`src/rtl/parking_pkg.sv`:
```
// Shared lane-state encoding, sensor codes and a small popcount helper
// for the parking-lot controller.
package parking_pkg;

    typedef enum logic [2:0] {
        ST_IDLE = 3'd0,
        ST_E1   = 3'd1,
        ST_E2   = 3'd2,
        ST_E3   = 3'd3,
        ST_X1   = 3'd4,
        ST_X2   = 3'd5,
        ST_X3   = 3'd6
    } lane_state_e;

    // Sensor code is {a, b}: a = outer beam, b = inner beam.
    localparam logic [1:0] C_NONE = 2'b00;
    localparam logic [1:0] C_OUT  = 2'b10;
    localparam logic [1:0] C_BOTH = 2'b11;
    localparam logic [1:0] C_IN   = 2'b01;

    function automatic logic [3:0] popcount(input logic [7:0] v);
        logic [3:0] n;
        n = '0;
        for (int i = 0; i < 8; i++) begin
            n = n + {3'b000, v[i]};
        end
        return n;
    endfunction

endpackage

```
`src/rtl/parking_lane_fsm.sv`:
```
// One gate lane: decodes entry/exit direction from the {a,b} beam sequence
// and aborts a sequence that stalls for TIMEOUT_CYC cycles.
module parking_lane_fsm
    import parking_pkg::*;
#(
    parameter int TIMEOUT_CYC = 1000000
) (
    input  logic clk,
    input  logic reset,
    input  logic a,
    input  logic b,
    output logic enter,
    output logic exit,
    output logic seq_err
);

    localparam int TW = (TIMEOUT_CYC > 1) ? $clog2(TIMEOUT_CYC + 1) : 1;
    localparam logic [TW-1:0] TMO_LAST = TW'((TIMEOUT_CYC > 0) ? TIMEOUT_CYC - 1 : 0);

    lane_state_e   state, state_nxt;
    logic          lock, lock_nxt;
    logic [TW-1:0] tmo_cnt;
    logic          enter_nxt, exit_nxt, err_nxt, illegal;
    logic [1:0]    code;

    assign code = {a, b};

    always_comb begin
        state_nxt = state;
        lock_nxt  = 1'b0;
        enter_nxt = 1'b0;
        exit_nxt  = 1'b0;
        err_nxt   = 1'b0;
        illegal   = 1'b0;
        case (state)
            ST_IDLE: begin
                // lock keeps a held 11 from re-reporting every cycle
                lock_nxt = (code == C_BOTH);
                if (code == C_OUT)                 state_nxt = ST_E1;
                else if (code == C_IN)             state_nxt = ST_X1;
                else if (code == C_BOTH && !lock)  err_nxt   = 1'b1;
            end
            ST_E1: begin
                if (code == C_BOTH)      state_nxt = ST_E2;
                else if (code == C_NONE) state_nxt = ST_IDLE;
                else if (code != C_OUT)  illegal   = 1'b1;
            end
            ST_E2: begin
                if (code == C_IN)        state_nxt = ST_E3;
                else if (code == C_OUT)  state_nxt = ST_E1;
                else if (code != C_BOTH) illegal   = 1'b1;
            end
            ST_E3: begin
                if (code == C_NONE) begin
                    state_nxt = ST_IDLE;
                    enter_nxt = 1'b1;
                end
                else if (code == C_BOTH) state_nxt = ST_E2;
                else if (code != C_IN)   illegal   = 1'b1;
            end
            ST_X1: begin
                if (code == C_BOTH)      state_nxt = ST_X2;
                else if (code == C_NONE) state_nxt = ST_IDLE;
                else if (code != C_IN)   illegal   = 1'b1;
            end
            ST_X2: begin
                if (code == C_OUT)       state_nxt = ST_X3;
                else if (code == C_IN)   state_nxt = ST_X1;
                else if (code != C_BOTH) illegal   = 1'b1;
            end
            ST_X3: begin
                if (code == C_NONE) begin
                    state_nxt = ST_IDLE;
                    exit_nxt  = 1'b1;
                end
                else if (code == C_BOTH) state_nxt = ST_X2;
                else if (code != C_OUT)  illegal   = 1'b1;
            end
            default: state_nxt = ST_IDLE;
        endcase

        if (illegal) begin
            state_nxt = ST_IDLE;
            err_nxt   = 1'b1;
        end

        // A legal move always wins over an expiring timer.
        if (TIMEOUT_CYC != 0 && state != ST_IDLE && state_nxt == state
            && tmo_cnt == TMO_LAST) begin
            state_nxt = ST_IDLE;
            err_nxt   = 1'b1;
        end
    end

    always_ff @(posedge clk or posedge reset) begin
        if (reset) begin
            state   <= ST_IDLE;
            lock    <= 1'b0;
            tmo_cnt <= '0;
            enter   <= 1'b0;
            exit    <= 1'b0;
            seq_err <= 1'b0;
        end else begin
            state   <= state_nxt;
            lock    <= lock_nxt;
            enter   <= enter_nxt;
            exit    <= exit_nxt;
            seq_err <= err_nxt;
            if (TIMEOUT_CYC == 0 || state == ST_IDLE || state_nxt != state) begin
                tmo_cnt <= '0;
            end else begin
                tmo_cnt <= tmo_cnt + TW'(1);
            end
        end
    end

endmodule

```
`src/rtl/parking_lot_ctrl.sv`:
```
// Multi-lane parking-lot controller: per-lane direction FSMs feeding a shared
// saturating occupancy counter with full/empty status and loss pulses.
module parking_lot_ctrl
    import parking_pkg::*;
#(
    parameter  int N_LANES     = 2,
    parameter  int CAPACITY    = 100,
    parameter  int TIMEOUT_CYC = 1000000,
    localparam int CNT_W       = $clog2(CAPACITY + 1)
) (
    input  logic               clk,
    input  logic               reset,
    input  logic [N_LANES-1:0] a,
    input  logic [N_LANES-1:0] b,
    input  logic               clr,
    output logic [N_LANES-1:0] enter,
    output logic [N_LANES-1:0] exit,
    output logic [N_LANES-1:0] seq_err,
    output logic [CNT_W-1:0]   count,
    output logic               full,
    output logic               empty,
    output logic               over_err,
    output logic               under_err
);

    localparam int SUM_W = CNT_W + 4;
    localparam logic signed [SUM_W-1:0] CAP_S = SUM_W'(CAPACITY);

    for (genvar i = 0; i < N_LANES; i++) begin : g_lane
        parking_lane_fsm #(
            .TIMEOUT_CYC (TIMEOUT_CYC)
        ) u_lane (
            .clk     (clk),
            .reset   (reset),
            .a       (a[i]),
            .b       (b[i]),
            .enter   (enter[i]),
            .exit    (exit[i]),
            .seq_err (seq_err[i])
        );
    end

    function automatic logic [CNT_W-1:0] sat_count(input logic signed [SUM_W-1:0] s);
        if (s < 0)          return '0;
        else if (s > CAP_S) return CNT_W'(CAPACITY);
        else                return s[CNT_W-1:0];
    endfunction

    logic [3:0]              n_in, n_out;
    logic signed [SUM_W-1:0] sum;

    // Entries and exits on different lanes net out before clamping.
    always_comb begin
        n_in  = popcount(8'(enter));
        n_out = popcount(8'(exit));
        sum   = $signed({4'b0000, count})
              + $signed({{CNT_W{1'b0}}, n_in})
              - $signed({{CNT_W{1'b0}}, n_out});
    end

    always_ff @(posedge clk or posedge reset) begin
        if (reset) begin
            count     <= '0;
            over_err  <= 1'b0;
            under_err <= 1'b0;
        end else if (clr) begin
            count     <= '0;
            over_err  <= 1'b0;
            under_err <= 1'b0;
        end else begin
            count     <= sat_count(sum);
            over_err  <= (sum > CAP_S);
            under_err <= (sum < 0);
        end
    end

    assign full  = (count == CNT_W'(CAPACITY));
    assign empty = (count == '0);

endmodule

```
`config.mk`:
```
export PLATFORM = sky130hd
export DESIGN_NAME = parking_lot_ctrl
export DESIGN_NICKNAME = d
export VERILOG_FILES = /design/src/rtl/parking_pkg.sv /design/src/rtl/parking_lane_fsm.sv /design/src/rtl/parking_lot_ctrl.sv
export SDC_FILE = /design/constraint.sdc
export NUM_CORES = 1
export LEC_CHECK = 0
export CORE_ASPECT_RATIO = 1.1
export CORE_MARGIN = 3
export CORE_UTILIZATION = 50
export CTS_BUF_LIST = sky130_fd_sc_hd__clkbuf_8 sky130_fd_sc_hd__clkbuf_16
export CTS_CLUSTER_DIAMETER = 60
export CTS_CLUSTER_SIZE = 10
export DETAILED_ROUTE_END_ITERATION = 8
export MAX_ROUTING_LAYER = met4
export PLACE_DENSITY = 0.72
export SYNTH_ARGS = -nofsm -noshare
export SYNTH_HDL_FRONTEND = slang
export SYNTH_SLANG_ARGS = --single-unit
export TNS_END_PERCENT = 50
```
`constraint.sdc`:
```
create_clock -name clk -period 3.2 [get_ports clk]
set_input_delay 0.64 -clock clk [delete_from_list [all_inputs] [get_ports clk]]
set_output_delay 0.64 -clock clk [all_outputs]
set_load 0.02 [all_outputs]
```
==> impl_metrics.toml, run 1 <==
[synth]
ys_seq_elements = 63
synth-compound-area-share = 0.110
syn_nets = 462
ys.flop_type = "dfrtp_1"
synth_xor_area_frac = 0.0973
synthArstFlopShare = 1.00
synth.avg_cell_area_um2 = 9.03
synth_edf_count = 0
synth_cells = 439
synth_seq_area_share = 0.398
synth-adder-area-share = 0.0562
synth-simple-area-share = 0.260
synth_top_family_by_area = "simple AND/OR/NAND/NOR gates"
synth.distinct_cells = 65
syn_area_um2 = 3960
ys_warn_count = 0
muxShareOfSynthArea = 0.0104

[setup_path]
r2r_start = "g_lane[1].u_lane.exit$_DFF_PP0_"
slowest_delay_ps = 530
cp_data_arrival_time_ps = 3440
start_kind = "flip-flop"
cp_data_required_time_ps = 3420
worst_path_most_repeated_cell = "inv_2"
path_cells = "inv_2 -> fa_1 -> inv_1 -> fa_2 -> inv_2 -> ha_4 -> inv_2 -> fa_2 -> or3b_4 -> a2111oi_4 -> and4b_4 -> nand3_2 -> and4b_1"
path_class = "flip-flop to flip-flop"
r2r_end = "count[4]$_DFF_PP0_"
reg2reg_slack_ps = -20
critPathCaptureType = "flip-flop"
crit_fanout = 4
critPathSlowestCell = "fa_1"
r2r_cells = 13
path_buf_inv = 4
crit_family = "adder cells"

[placement]
hpwl_mm = 5.49
port_buffers = 23
gp_congestion = 0.871
dp_slack_ps = -123

[timing]
min_period_over_period = 1.01
fin_crit_ps = 3220
worst_pin_slew_ps = 708
finalClockSkew_ps = 8.49
worst_slack_ps = -24.5
max_freq_mhz = 310
worst_hold_slack_ps = 499
timing.final.max_slew_violations = 0
finalSetupViolCount = 3
relSlewSlack = 0.525
grt_setup_unrepaired = "yes"
hold_violations = 0

[floorplanning]
core_um2 = 7600
die_h_um = 99.4
pin_count = 24
die_x_um = 90.9
die_area_um2 = 9030
initial_core_util = 0.522
fp-row-count = 33

[drt]
ant_nets = 0
drtIter0Drc = 174
drcViolationCount = 0
routed_wl_mm = 7.99
wl_per_cell_um = 13.9
vias = 3217
dr.pass1.iters = 4
viasPerCell = 5.60

[cells_and_area]
fill_cells = 664
final_nets = 490
n_antenna_cell = 0
layout-drive-gt1-share = 0.124
layout-area-overhead-vs-synth_pct = 14.6

[clock_network]
numCtsBuffers = 9
clockRootBuffer = "clkbuf_8"
cts_max_level = 3
clock_path_buffers = 2
clock_latency_ps = 330
tritoncts = "built"
numClockSinks = 63
clk_pin_slew_ps = 60

[power_and_ir_drop]
power.density_nw_per_um2 = 708
power.total_mw = 3.21
irDropWorstVdd_mv = 0.298
leakagePower_nw = 1.85

[outcome]
violations = "setup timing"
status = "finished, violations left"

[hold_path]
hold_path_depth = 1
hold_path_class = "flip-flop to flip-flop"
min_to = "g_lane[0].u_lane.tmo_cnt[0]$_DFF_PP0_"
min-delay-start = "g_lane[0].u_lane.tmo_cnt[0]$_DFF_PP0_"

[global_routing]
overflow = 0
grt_max_degree = 64
grt_pass1_wl_mm = 14.1
track_usage = 0.193
antenna_found_initial = 0
grt_pass1_vias = 3151

[run]
maxCapViolCount = 0
## routing by layer
metal	share of wire	track usage
met1	0.45	0.237
met3	0.037	0.0386
met2	0.50	0.320
met4	0.013	0.0684
met5	0	-
## registers in the layout, indices dropped and copies added (netlist names)
name	flops
count	7
g_lane.u_lane.enter	2
g_lane.u_lane.exit	2
g_lane.u_lane.lock	2
g_lane.u_lane.seq_err	2
g_lane.u_lane.state	6
g_lane.u_lane.tmo_cnt	40
over_err	1
under_err	1
## cell usage in the layout (no fill, tap or decap), types with 12 or more instances in the layout
| cell type | netlist | layout |
|---|---|---|
| buf_4 | 7 | 17 |
| inv_1 | 31 | 28 |
| nor3_1 | 20 | 19 |
| dfrtp_1 | 63 | 63 |
| nand3_1 | 24 | 24 |
| ha_1 | 13 | 12 |
| clkdlybuf4s50_1 | 0 | 23 |
| xor2_1 | 25 | 25 |
| nand2_1 | 30 | 30 |
| nor2_1 | 57 | 57 |
| xnor2_1 | 19 | 19 |
## repair_timing
| action | CTS | global route |
|---|---|---|
| setup endpoints to repair | 7 | 8 |
| pin swaps | 0 | 3 |
| cloned | 0 | 0 |
| setup buffers | 2 | 2 |
| gates resized for setup | 5 | 6 |
| hold buffers | 0 | 0 |
## cell families after synthesis
logic type,after synthesis
AOI/OAI and AO/OA,60
xor gates and xnor gates,44
and+or+nand+nor,196
buffers and inverters,56
adders and majority gates,16
muxes,4
DFF,63
## power breakdown
group | internal, mW | total (mW) | switching, mW | leakage (nW)
combinational | 0.745 | 1.64 | 0.891 | 0.896
clock | 0.284 | 0.569 | 0.285 | 0.0850
sequential | 0.877 | 1.01 | 0.132 | 0.866
total | 1.91 | 3.21 | 1.31 | 1.85
## Yosys cell counts, types with 3 or more instances
| cell | number | area (µm²) |
|---|---|---|
| ha_1 | 13 | 163 |
| o32ai_1 | 3 | 26.3 |
| buf_4 | 7 | 52.6 |
| xnor2_1 | 19 | 166 |
| nor4_1 | 6 | 37.5 |
| nor3_1 | 20 | 100 |
| a31oi_1 | 4 | 25.0 |
| nor2b_1 | 9 | 56.3 |
| a21oi_1 | 12 | 60.1 |
| clkbuf_1 | 6 | 22.5 |
| inv_1 | 31 | 116 |
| mux2i_1 | 3 | 30.0 |
| nand3_1 | 24 | 120 |
| nor2_1 | 57 | 214 |
| fa_1 | 3 | 60.1 |
| buf_6 | 3 | 33.8 |
| o22ai_1 | 3 | 18.8 |
| and4_1 | 4 | 35.0 |
| o21ai_0 | 10 | 50.1 |
| o211ai_1 | 3 | 22.5 |
| nand4_1 | 9 | 56.3 |
| nand2b_1 | 7 | 43.8 |
| xor2_1 | 25 | 219 |
| dfrtp_1 | 63 | 1580 |
| buf_2 | 7 | 35.0 |
| nor4b_1 | 3 | 26.3 |
| nand2_1 | 30 | 113 |
| and3_1 | 10 | 62.6 |
## metrics by stage
step           utilization  cell area (µm²)  setup TNS (ps)  cells
2_1_floorplan            -             3990           -98.1    439
3_3_place_gp         0.568             4310            -173    557
3_5_place_dp         0.568             4310            -557    557
4_1_cts              0.592             4500           -20.3    572
5_1_grt              0.598             4540            -600    574
6_report             0.598             4540           -32.3    574
## worst max-delay path by stage
stage	from	end	slack [ps]	cells past startpoint
after floorplan	g_lane[1].u_lane.exit$_DFF_PP0_	count[4]$_DFF_PP0_	-100	14
after global placement	g_lane[1].u_lane.exit$_DFF_PP0_	count[4]$_DFF_PP0_	-60	13
after detailed placement	g_lane[1].u_lane.exit$_DFF_PP0_	count[4]$_DFF_PP0_	-120	13
after CTS	g_lane[1].u_lane.exit$_DFF_PP0_	count[4]$_DFF_PP0_	-20	13
after global routing	g_lane[1].u_lane.exit$_DFF_PP0_	count[3]$_DFF_PP0_	-120	14
final	g_lane[1].u_lane.exit$_DFF_PP0_	count[4]$_DFF_PP0_	-20	13
## cell type report
cell class	instances	area, µm²	area share
clock inverter	3	13.8	0.00303
timing repair buffer	41	378	0.0832
inverter	32	123	0.0270
multi-input combinational	320	2180	0.480
sequential	63	1580	0.347
clock buffer	10	138	0.0303
tap	105	131	0.0289
Power figures use the tool's default switching activity.
==> run 2, diff against run 1 <==
--- a/config.mk
+++ b/config.mk
@@ -13,7 +13,7 @@
 export CTS_CLUSTER_SIZE = 10
 export DETAILED_ROUTE_END_ITERATION = 8
 export MAX_ROUTING_LAYER = met4
-export PLACE_DENSITY = 0.72
+export PLACE_DENSITY = 0.69
 export SYNTH_ARGS = -nofsm -noshare
 export SYNTH_HDL_FRONTEND = slang
 export SYNTH_SLANG_ARGS = --single-unit
==> constraint.sdc (replaced) <==
create_clock -name clk -period 3.4 [get_ports clk]
set_input_delay 0.68 -clock clk [delete_from_list [all_inputs] [get_ports clk]]
set_output_delay 0.68 -clock clk [all_outputs]
set_load 0.02 [all_outputs]
==> impl_metrics.toml, run 2 (synthesis results as in run 1) <==
[timing]
min_period_over_period = 0.961
grt_setup_unrepaired = "no"
relSlewSlack = 0.488
worst_hold_slack_ps = 486
finalClockSkew_ps = 9.09
hold_violations = 0
worst_pin_slew_ps = 767
finalSetupViolCount = 0
fin_crit_ps = 3270
timing.final.max_slew_violations = 0
max_freq_mhz = 306
setup_tns_ps = 0

[cells_and_area]
fill_cells = 665
final_cell_mix = "dfrtp_1 (63), nor2_1 (57), nand2_1 (30)"
n_antenna_cell = 0
layout-drive-gt1-share = 0.103
utilization = 0.595
largest_reg_flops = 40
reg_top3 = "g_lane.u_lane.tmo_cnt x40, count x7, g_lane.u_lane.state x6"
final_common_cell = "dfrtp_1"
top_register = "g_lane.u_lane.tmo_cnt"
final_nets = 482
layout-area-overhead-vs-synth_pct = 14.1

[outcome]
status = "finished, final reports clean"

[setup_path]
critPathCaptureType = "flip-flop"
crit_fanout = 4
start_kind = "flip-flop"
path_class = "flip-flop to flip-flop"
cp_data_required_time_ps = 3630
cp_data_arrival_time_ps = 3500

[clock_network]
numClockSinks = 63
numCtsBuffers = 9
clk_pin_slew_ps = 70
clockRootBuffer = "clkbuf_8"
clock_latency_ps = 340
tritoncts = "built"
clock_path_buffers = 2
postCtsHoldBufs = 0
cts_max_level = 3

[drt]
drcViolationCount = 0
ant_nets = 0
routed_wl_mm = 7.90
dr.pass1.iters = 5
wl_per_cell_um = 13.9
drtIter0Drc = 197
viasPerCell = 5.52
vias = 3139

[floorplanning]
fp-row-count = 33
die_x_um = 90.9
pin_count = 24
initial_core_util = 0.522
die_h_um = 99.4
die_area_um2 = 9030
core_um2 = 7600

[placement]
hpwl_mm = 5.48
gp_congestion = 0.872
port_buffers = 23

[power_and_ir_drop]
leakagePower_nw = 1.82
power.density_nw_per_um2 = 688
irDropWorstVdd_mv = 0.440
power.total_mw = 3.11

[global_routing]
grt_pass1_vias = 2989
grt_pass1_wl_mm = 13.9
grt_max_degree = 56
track_usage = 0.193
overflow = 0
antenna_found_initial = 0

[run]
maxCapViolCount = 0

[hold_path]
hold_path_class = "flip-flop to flip-flop"
[run 2: cell types whose count changed in the layout (fill, tap and decap cells not counted), moves of 2 or more]
cell        change
clkinvlp_4      +2
buf_4           -8
inv_2           -2
a21oi_2         -2
a21oi_1         +2
[run 2: cell type report]
type,count,area [µm²],area share
multi-input cells,320,2170,0.481
flip-flops and latches,63,1580,0.349
repair buffers,33,318,0.0703
clock buffers,10,138,0.0305
well taps,105,131,0.0291
inverters,32,123,0.0271
clock inverters,6,60.1,0.0133
[run 2: layer usage]
layer	up-vias	track usage	wire, µm
met5	-	-	0
met4	0	0.0638	91
met3	10	0.0416	320
met2	64	0.294	3630
met1	1502	0.259	3870
li1	1563	-	-
[run 2: worst max-delay path: stages, from the launching register on]
cell and delay [ps]:
dfrtp_1 350, inv_1 60, fa_1 530, inv_1 50, fa_2 330, inv_2 70, ha_4 130, inv_1 50
fa_2 330, or3b_4 430, a2111oi_4 300, and4b_4 270, nand3_4 100, and4b_1 190
[run 2: where the power goes]
group	leakage (nW)	switching (mW)	internal, mW
logic	0.854	0.835	0.680
registers	0.866	0.119	0.825
clock network	0.0981	0.295	0.354
total	1.82	1.25	1.86
[run 2: path summary, 6_finish.rpt]
| kind | end | slack, ps | start | cells past startpoint |
|---|---|---|---|---|
| max reg2reg | count[4]$_DFF_PP0_ | 130 | g_lane[0].u_lane.exit$_DFF_PP0_ | 13 |
| min | g_lane[0].u_lane.tmo_cnt[0]$_DFF_PP0_ | 490 | g_lane[0].u_lane.tmo_cnt[0]$_DFF_PP0_ | 1 |
| max | count[4]$_DFF_PP0_ | 130 | g_lane[0].u_lane.exit$_DFF_PP0_ | 13 |
| min in group asynchronous | count[5]$_DFF_PP0_ | 570 | reset | 2 |
| max in group asynchronous | g_lane[0].u_lane.tmo_cnt[7]$_DFF_PP0_ | 2270 | reset | 3 |
| min reg2reg | g_lane[0].u_lane.tmo_cnt[0]$_DFF_PP0_ | 490 | g_lane[0].u_lane.tmo_cnt[0]$_DFF_PP0_ | 1 |
[run 2: metrics by stage]
step | setup WS [ps] | instances | cell area [µm²]
2_1_floorplan | 51.1 | 439 | 3970
3_3_place_gp | 62.4 | 550 | 4240
3_5_place_dp | -25.2 | 550 | 4240
4_1_cts | 14.0 | 566 | 4440
5_1_grt | 6.31 | 569 | 4520
6_report | 133 | 569 | 4520
[run 2: timing repair]
action | CTS | global route
hold endpoints to repair | 0 | 0
gates resized for setup | 1 | 8
pin swaps | 0 | 1
setup buffers | 0 | 3
endpoints found under the setup margin | 1 | 8
